## config.mk

```make
export PLATFORM = sky130hd
export DESIGN_NAME = id_ex_pipe_reg
export DESIGN_NICKNAME = d
export VERILOG_FILES = /design/src/rtl/rv32_pkg.sv /design/src/rtl/id_ex_pipe_reg.sv
export SDC_FILE = /design/constraint.sdc
export NUM_CORES = 1
export LEC_CHECK = 0
export CORE_AREA = 3 3 105 183
export CTS_CLUSTER_SIZE = 28
export DETAILED_ROUTE_END_ITERATION = 16
export DIE_AREA = 0 0 108 186
export PLACE_DENSITY = 0.76
export SYNTH_ARGS = -nofsm -noshare
export SYNTH_HDL_FRONTEND = slang
export SYNTH_SLANG_ARGS = --single-unit
```

## constraint.sdc

```tcl
create_clock -name clk -period 1.7 [get_ports clk]
set_clock_uncertainty 0.2 [all_clocks]
set_input_delay 0.34 -clock clk [delete_from_list [all_inputs] [get_ports clk]]
set_output_delay 0.34 -clock clk [all_outputs]
set_load 0.005 [all_outputs]
```

## src/rtl/rv32_pkg.sv

```systemverilog
// Shared RV32I pipeline types: ALU-op encoding, the ID/EX payload struct and its bubble value.
package rv32_pkg;

  localparam int XLEN   = 32;
  localparam int REG_AW = 5;

  typedef enum logic [1:0] {
    ALUOP_MEM = 2'b00,
    ALUOP_BR  = 2'b01,
    ALUOP_ALU = 2'b10
  } aluop_e;

  // aluop is kept as raw bits so the reserved 2'b11 code reaches EX untouched.
  typedef struct packed {
    logic              valid;
    logic [XLEN-1:0]   pc;
    logic [XLEN-1:0]   rs1_data;
    logic [XLEN-1:0]   rs2_data;
    logic [XLEN-1:0]   imm;
    logic [REG_AW-1:0] rs1;
    logic [REG_AW-1:0] rs2;
    logic [REG_AW-1:0] rd;
    logic [2:0]        funct3;
    logic [6:0]        funct7;
    logic [1:0]        aluop;
    logic              alusrc;
    logic              memread;
    logic              memwrite;
    logic              regwrite;
    logic              memtoreg;
    logic              branch;
    logic              jump;
  } id_ex_t;

  localparam id_ex_t ID_EX_BUBBLE = '0;

endpackage

```

## src/rtl/id_ex_pipe_reg.sv

```systemverilog
// ID/EX pipeline register: holds on stall, writes an all-zero bubble on flush or an invalid ID slot.
// stall and flush are level controls sampled every posedge; there is no valid/ready handshake.
module id_ex_pipe_reg
  import rv32_pkg::*;
(
  input  logic              clk,
  input  logic              rst,
  input  logic              stall,
  input  logic              flush,
  input  logic              id_valid,
  input  logic [XLEN-1:0]   id_pc,
  input  logic [XLEN-1:0]   id_rs1_data,
  input  logic [XLEN-1:0]   id_rs2_data,
  input  logic [XLEN-1:0]   id_imm,
  input  logic [REG_AW-1:0] id_rs1,
  input  logic [REG_AW-1:0] id_rs2,
  input  logic [REG_AW-1:0] id_rd,
  input  logic [2:0]        id_funct3,
  input  logic [6:0]        id_funct7,
  input  logic [1:0]        id_aluop,
  input  logic              id_alusrc,
  input  logic              id_memread,
  input  logic              id_memwrite,
  input  logic              id_regwrite,
  input  logic              id_memtoreg,
  input  logic              id_branch,
  input  logic              id_jump,
  output logic              ex_valid,
  output logic [XLEN-1:0]   ex_pc,
  output logic [XLEN-1:0]   ex_rs1_data,
  output logic [XLEN-1:0]   ex_rs2_data,
  output logic [XLEN-1:0]   ex_imm,
  output logic [REG_AW-1:0] ex_rs1,
  output logic [REG_AW-1:0] ex_rs2,
  output logic [REG_AW-1:0] ex_rd,
  output logic [2:0]        ex_funct3,
  output logic [6:0]        ex_funct7,
  output logic [1:0]        ex_aluop,
  output logic              ex_alusrc,
  output logic              ex_memread,
  output logic              ex_memwrite,
  output logic              ex_regwrite,
  output logic              ex_memtoreg,
  output logic              ex_branch,
  output logic              ex_jump,
  output logic [15:0]       bubble_cnt
);

  id_ex_t      id_s;
  id_ex_t      ex_d, ex_q;
  logic [15:0] bubble_cnt_d, bubble_cnt_q;

  always_comb begin
    id_s          = ID_EX_BUBBLE;
    id_s.valid    = id_valid;
    id_s.pc       = id_pc;
    id_s.rs1_data = id_rs1_data;
    id_s.rs2_data = id_rs2_data;
    id_s.imm      = id_imm;
    id_s.rs1      = id_rs1;
    id_s.rs2      = id_rs2;
    id_s.rd       = id_rd;
    id_s.funct3   = id_funct3;
    id_s.funct7   = id_funct7;
    id_s.aluop    = id_aluop;
    id_s.alusrc   = id_alusrc;
    id_s.memread  = id_memread;
    id_s.memwrite = id_memwrite;
    id_s.regwrite = id_regwrite;
    id_s.memtoreg = id_memtoreg;
    id_s.branch   = id_branch;
    id_s.jump     = id_jump;
  end

  // Flush beats stall; an invalid ID slot loads the same bubble but is not counted.
  always_comb begin
    ex_d = ex_q;
    if (flush) begin
      ex_d = ID_EX_BUBBLE;
    end else if (!stall) begin
      ex_d = id_valid ? id_s : ID_EX_BUBBLE;
    end
  end

  always_comb begin
    bubble_cnt_d = bubble_cnt_q;
    if (flush && (bubble_cnt_q != 16'hFFFF)) begin
      bubble_cnt_d = bubble_cnt_q + 16'd1;
    end
  end

  always_ff @(posedge clk) begin
    if (rst) begin
      ex_q <= ID_EX_BUBBLE;
    end else begin
      ex_q <= ex_d;
    end
  end

  always_ff @(posedge clk) begin
    if (rst) begin
      bubble_cnt_q <= 16'd0;
    end else begin
      bubble_cnt_q <= bubble_cnt_d;
    end
  end

  assign ex_valid    = ex_q.valid;
  assign ex_pc       = ex_q.pc;
  assign ex_rs1_data = ex_q.rs1_data;
  assign ex_rs2_data = ex_q.rs2_data;
  assign ex_imm      = ex_q.imm;
  assign ex_rs1      = ex_q.rs1;
  assign ex_rs2      = ex_q.rs2;
  assign ex_rd       = ex_q.rd;
  assign ex_funct3   = ex_q.funct3;
  assign ex_funct7   = ex_q.funct7;
  assign ex_aluop    = ex_q.aluop;
  assign ex_alusrc   = ex_q.alusrc;
  assign ex_memread  = ex_q.memread;
  assign ex_memwrite = ex_q.memwrite;
  assign ex_regwrite = ex_q.regwrite;
  assign ex_memtoreg = ex_q.memtoreg;
  assign ex_branch   = ex_q.branch;
  assign ex_jump     = ex_q.jump;
  assign bubble_cnt  = bubble_cnt_q;

endmodule
```

==> run_results.csv <==
group,metric,value,unit
routing,drc_errors,0,
cts,root_buffer,"sky130_fd_sc_hd__clkbuf_16",
yosys,count_of_flip_flops_with_a_built_in_enable_after_synthesis,0,
worst_setup_path,crit_type,"reg -> reg",
sta,final_period_minus_worst_setup_slack,1750,ps
yosys,syn_inst,640,
routing,drtAntennaViolNets,0,
final_layout,ratio_of_cells_with_drive_above_1_in_the_final_layout,0.158,
yosys,yosys.area.top_type,"sky130_fd_sc_hd__dfxtp_1",
placed_design,dp_worst_setup_slack,-378,ps
routing,drt-initial-drc-count,336,
routing,dr.pass1.iters,5,
yosys,postSynth.asyncResetShare,0,
final_layout,n_fill_cell,1566,
yosys,yosys_warnings,0,
cts,clock_sinks,179,
cts,clk_pin_slew_worst_paths,60,ps
power_and_ir_drop,vdd_drop_max,0.000742,V
cts,clk_latency,420,ps
yosys,top_count_cell_post_synth,"sky130_fd_sc_hd__dfxtp_1",
global_routing,first_pass_grt_wire_length,32200,um
floorplan,floorplan.die.height,186,um
worst_setup_path,cp.buffers_inverters,2,
worst_setup_path,slowest_stage,"sky130_fd_sc_hd__dfxtp_4",
placed_design,io_buffer_count,345,
run_status,outcome,"finished with violations",
yosys,synthesis.area_per_instance,9.69,sq um
yosys,synthTopCellsByCount,"sky130_fd_sc_hd__dfxtp_1, sky130_fd_sc_hd__nor2_1, sky130_fd_sc_hd__a22oi_1, sky130_fd_sc_hd__clkbuf_1, sky130_fd_sc_hd__buf_2",
yosys,synth_top_area_share,0.578,
routing,detail_route.vias_per_cell,4.98,
worst_setup_path,worst_ep_required_time,1840,ps
final_layout,fin_nets,1188,
routing,wl,21900,um
worst_setup_path,path_max_fanout,3,
final_layout,antennaDiodeCount,0,
yosys,synth-seq-area-share,0.578,
yosys,yosys_register_bits,179,
floorplan,die_w,108,um
sta,report.final.setup_viol,5,
sta,max_slew.worst_pin.slew,483,ps
floorplan,floorplan.core_area,0.0180,sq mm
routing,vias,6311,
cts,clock_tree.htree_level_count,4,
final_layout,area.growth.synth_to_final,78.3,%
worst_setup_path,cp-end-kind,"flip-flop",
power_and_ir_drop,p_leak,4.87,nW
hold_path,hold_class,"reg -> reg",
worst_setup_path,path_cells,"ha_4 -> buf_6 -> nand4_1 -> nor4_4 -> buf_4 -> or3_4 -> a21oi_2",
sta,timing.max_slew.rel_slack,0.678,
run_status,failed_checks,"negative setup slack",
routing,post_drt_wl_per_cell,17.3,um
worst_setup_path,cpPeakStageDelay,360,ps
sta,rsz0062_at_grt,"true",
sta,final-max-slew-violation-count,0,
global_routing,vias_in_the_first_global_route,6040,
sta,final_worst_path_period_share,1.03,
placed_design,hpwlAfterDp,16100,um
worst_setup_path,critPathTopFamily,"simple AND/OR/NAND/NOR gates",
yosys,synth.net_count,808,
yosys,synth_top_cells_by_area,"sky130_fd_sc_hd__dfxtp_1, sky130_fd_sc_hd__a22oi_1, sky130_fd_sc_hd__nor2_1",
power_and_ir_drop,power.density_cell_area,853,mW/mm^2
placed_design,gp_congestion,0.819,
worst_setup_path,worst_setup_path_start_kind,"flip-flop",
yosys,synth_flop_cell,"sky130_fd_sc_hd__dfxtp_1",
floorplan,row_count,65,
global_routing,groute.usage.overall,0.204,
job,max_cap_violations,0,
yosys,syn_area,0.00620,sq mm
cts,tritoncts,"done",
sta,totalNegativeSetupSlack,-133,ps
global_routing,grt_remaining_overflow,0,
cts,cts_made_buffers,17,
yosys,post_synth_num_cell_types,40,
global_routing,grt_start_max_net_pins,103,
sta,maximum_operating_frequency,0.573,GHz
floorplan,dieArea,0.0201,sq mm
worst_setup_path,timing.critical_path.arrival,1890,ps
final_layout,area.sequential,0.00363,sq mm
floorplan,start_util,0.345,
power_and_ir_drop,total_power,9.43,mW
global_routing,initial_antenna_violation_count,0,
sta,final_critical_path_setup_slack,-45.4,ps
cts,cts_buffer_depth,2,
floorplan,floorplan.io_pins,346,
sta,finalHoldViolations,0,
final_layout,multi_input_area,0.00250,sq mm
==> area by class of cell <==
cell class	instances	area share
timing repair buffer	417	0.363
sequential	179	0.328
multi-input combinational	403	0.226
clock buffer	21	0.0417
tap	234	0.0265
clock inverter	11	0.0135
inverter	2	0.000679
==> kinds of logic (layout without fill, tap and decap cells) <==
kind of cell               after synthesis  count (layout)  share of synthesized area
DFF                                    179             179                      0.578
AOI/OAI and AO/OA                      186             186                      0.221
buffers and inverters                   58             451                     0.0371
adders and majority gates                1               1                    0.00202
and+or+nand+nor                        212             212                      0.154
muxes                                    4               4                    0.00828
==> power by group <==
part           internal [mW]  switching (mW)  total, mW
registers               4.27          0.0420       4.31
logic                  0.639           0.410       1.05
clock network           2.40            1.66       4.07
total                   7.31            2.12       9.43
==> state kept, by name, indices dropped and copies added, names as in the netlist <==
name	flops
ex_rs1_data	32
ex_memwrite	1
ex_memread	1
ex_memtoreg	1
ex_rd	5
ex_alusrc	1
ex_branch	1
ex_funct3	3
ex_funct7	7
ex_aluop	2
ex_valid	1
ex_rs1	5
ex_jump	1
ex_rs2	5
ex_regwrite	1
bubble_cnt	16
ex_pc	32
ex_imm	32
ex_rs2_data	32
==> tightest hold or removal path, cell delays in order (launching register included) <==
cell                      delay (ps)
sky130_fd_sc_hd__dfxtp_1         330
sky130_fd_sc_hd__a21oi_1          60
sky130_fd_sc_hd__nor2_1           70
==> metrics by stage <==
stage | cells | utilization | hold WS [ps] | instance area (sq um)
6_report | 1267 | 0.615 | 301 | 11100
5_1_grt | 1267 | 0.615 | 320 | 11100
2_1_floorplan | 640 | - | 270 | 6240
3_5_place_dp | 1223 | 0.580 | 292 | 10400
4_1_cts | 1262 | 0.608 | 295 | 10900
3_3_place_gp | 1223 | 0.580 | 275 | 10400
==> metal layers <==
metal | global-route usage | vias to the layer above | wire (um)
met5 | 0 | - | 0
met3 | 0.0569 | 43 | 1630
li1 | - | 3063 | -
met1 | 0.215 | 2959 | 7840
met4 | 0.0900 | 0 | 755
met2 | 0.374 | 246 | 11700
==> repair_timing <==
item,in CTS,in global routing
pin swaps,5,12
setup buffers,7,5
cloned,0,0
hold buffers,0,0
resized for setup,220,29
setup endpoints to repair,184,19
==> worst paths after layout <==
path	startpoint	end	slack [ps]	cells after the start
setup / recovery	bubble_cnt[0]$_SDFFE_PP0P_	bubble_cnt[3]$_SDFFE_PP0P_	-50	7
hold / removal	ex_valid$_SDFFE_PP0N_	ex_valid$_SDFFE_PP0N_	300	2
setup reg to reg	bubble_cnt[0]$_SDFFE_PP0P_	bubble_cnt[3]$_SDFFE_PP0P_	-50	7
hold reg to reg	ex_valid$_SDFFE_PP0N_	ex_valid$_SDFFE_PP0N_	300	2
==> cells in the final DEF (no fill, tap or decap), types with 3 or more instances in the layout <==
master	n
sky130_fd_sc_hd__nor2_1	167
sky130_fd_sc_hd__clkdlybuf4s50_1	165
sky130_fd_sc_hd__buf_4	48
sky130_fd_sc_hd__and3_4	3
sky130_fd_sc_hd__clkinvlp_4	4
sky130_fd_sc_hd__clkdlybuf4s15_1	8
sky130_fd_sc_hd__a21oi_1	6
sky130_fd_sc_hd__nor2b_1	3
sky130_fd_sc_hd__a22oi_1	162
sky130_fd_sc_hd__nand4_1	5
sky130_fd_sc_hd__or3_4	3
sky130_fd_sc_hd__nand2_1	3
sky130_fd_sc_hd__a21oi_2	3
sky130_fd_sc_hd__clkbuf_16	17
sky130_fd_sc_hd__dfxtp_4	7
sky130_fd_sc_hd__bufinv_16	3
sky130_fd_sc_hd__dfxtp_1	155
sky130_fd_sc_hd__o31ai_1	4
sky130_fd_sc_hd__dfxtp_2	17
sky130_fd_sc_hd__buf_12	17
sky130_fd_sc_hd__or4_1	4
sky130_fd_sc_hd__mux2_4	3
sky130_fd_sc_hd__dlygate4sd2_1	166
sky130_fd_sc_hd__buf_6	9
Note: power is estimated with default switching activity, not from simulation.
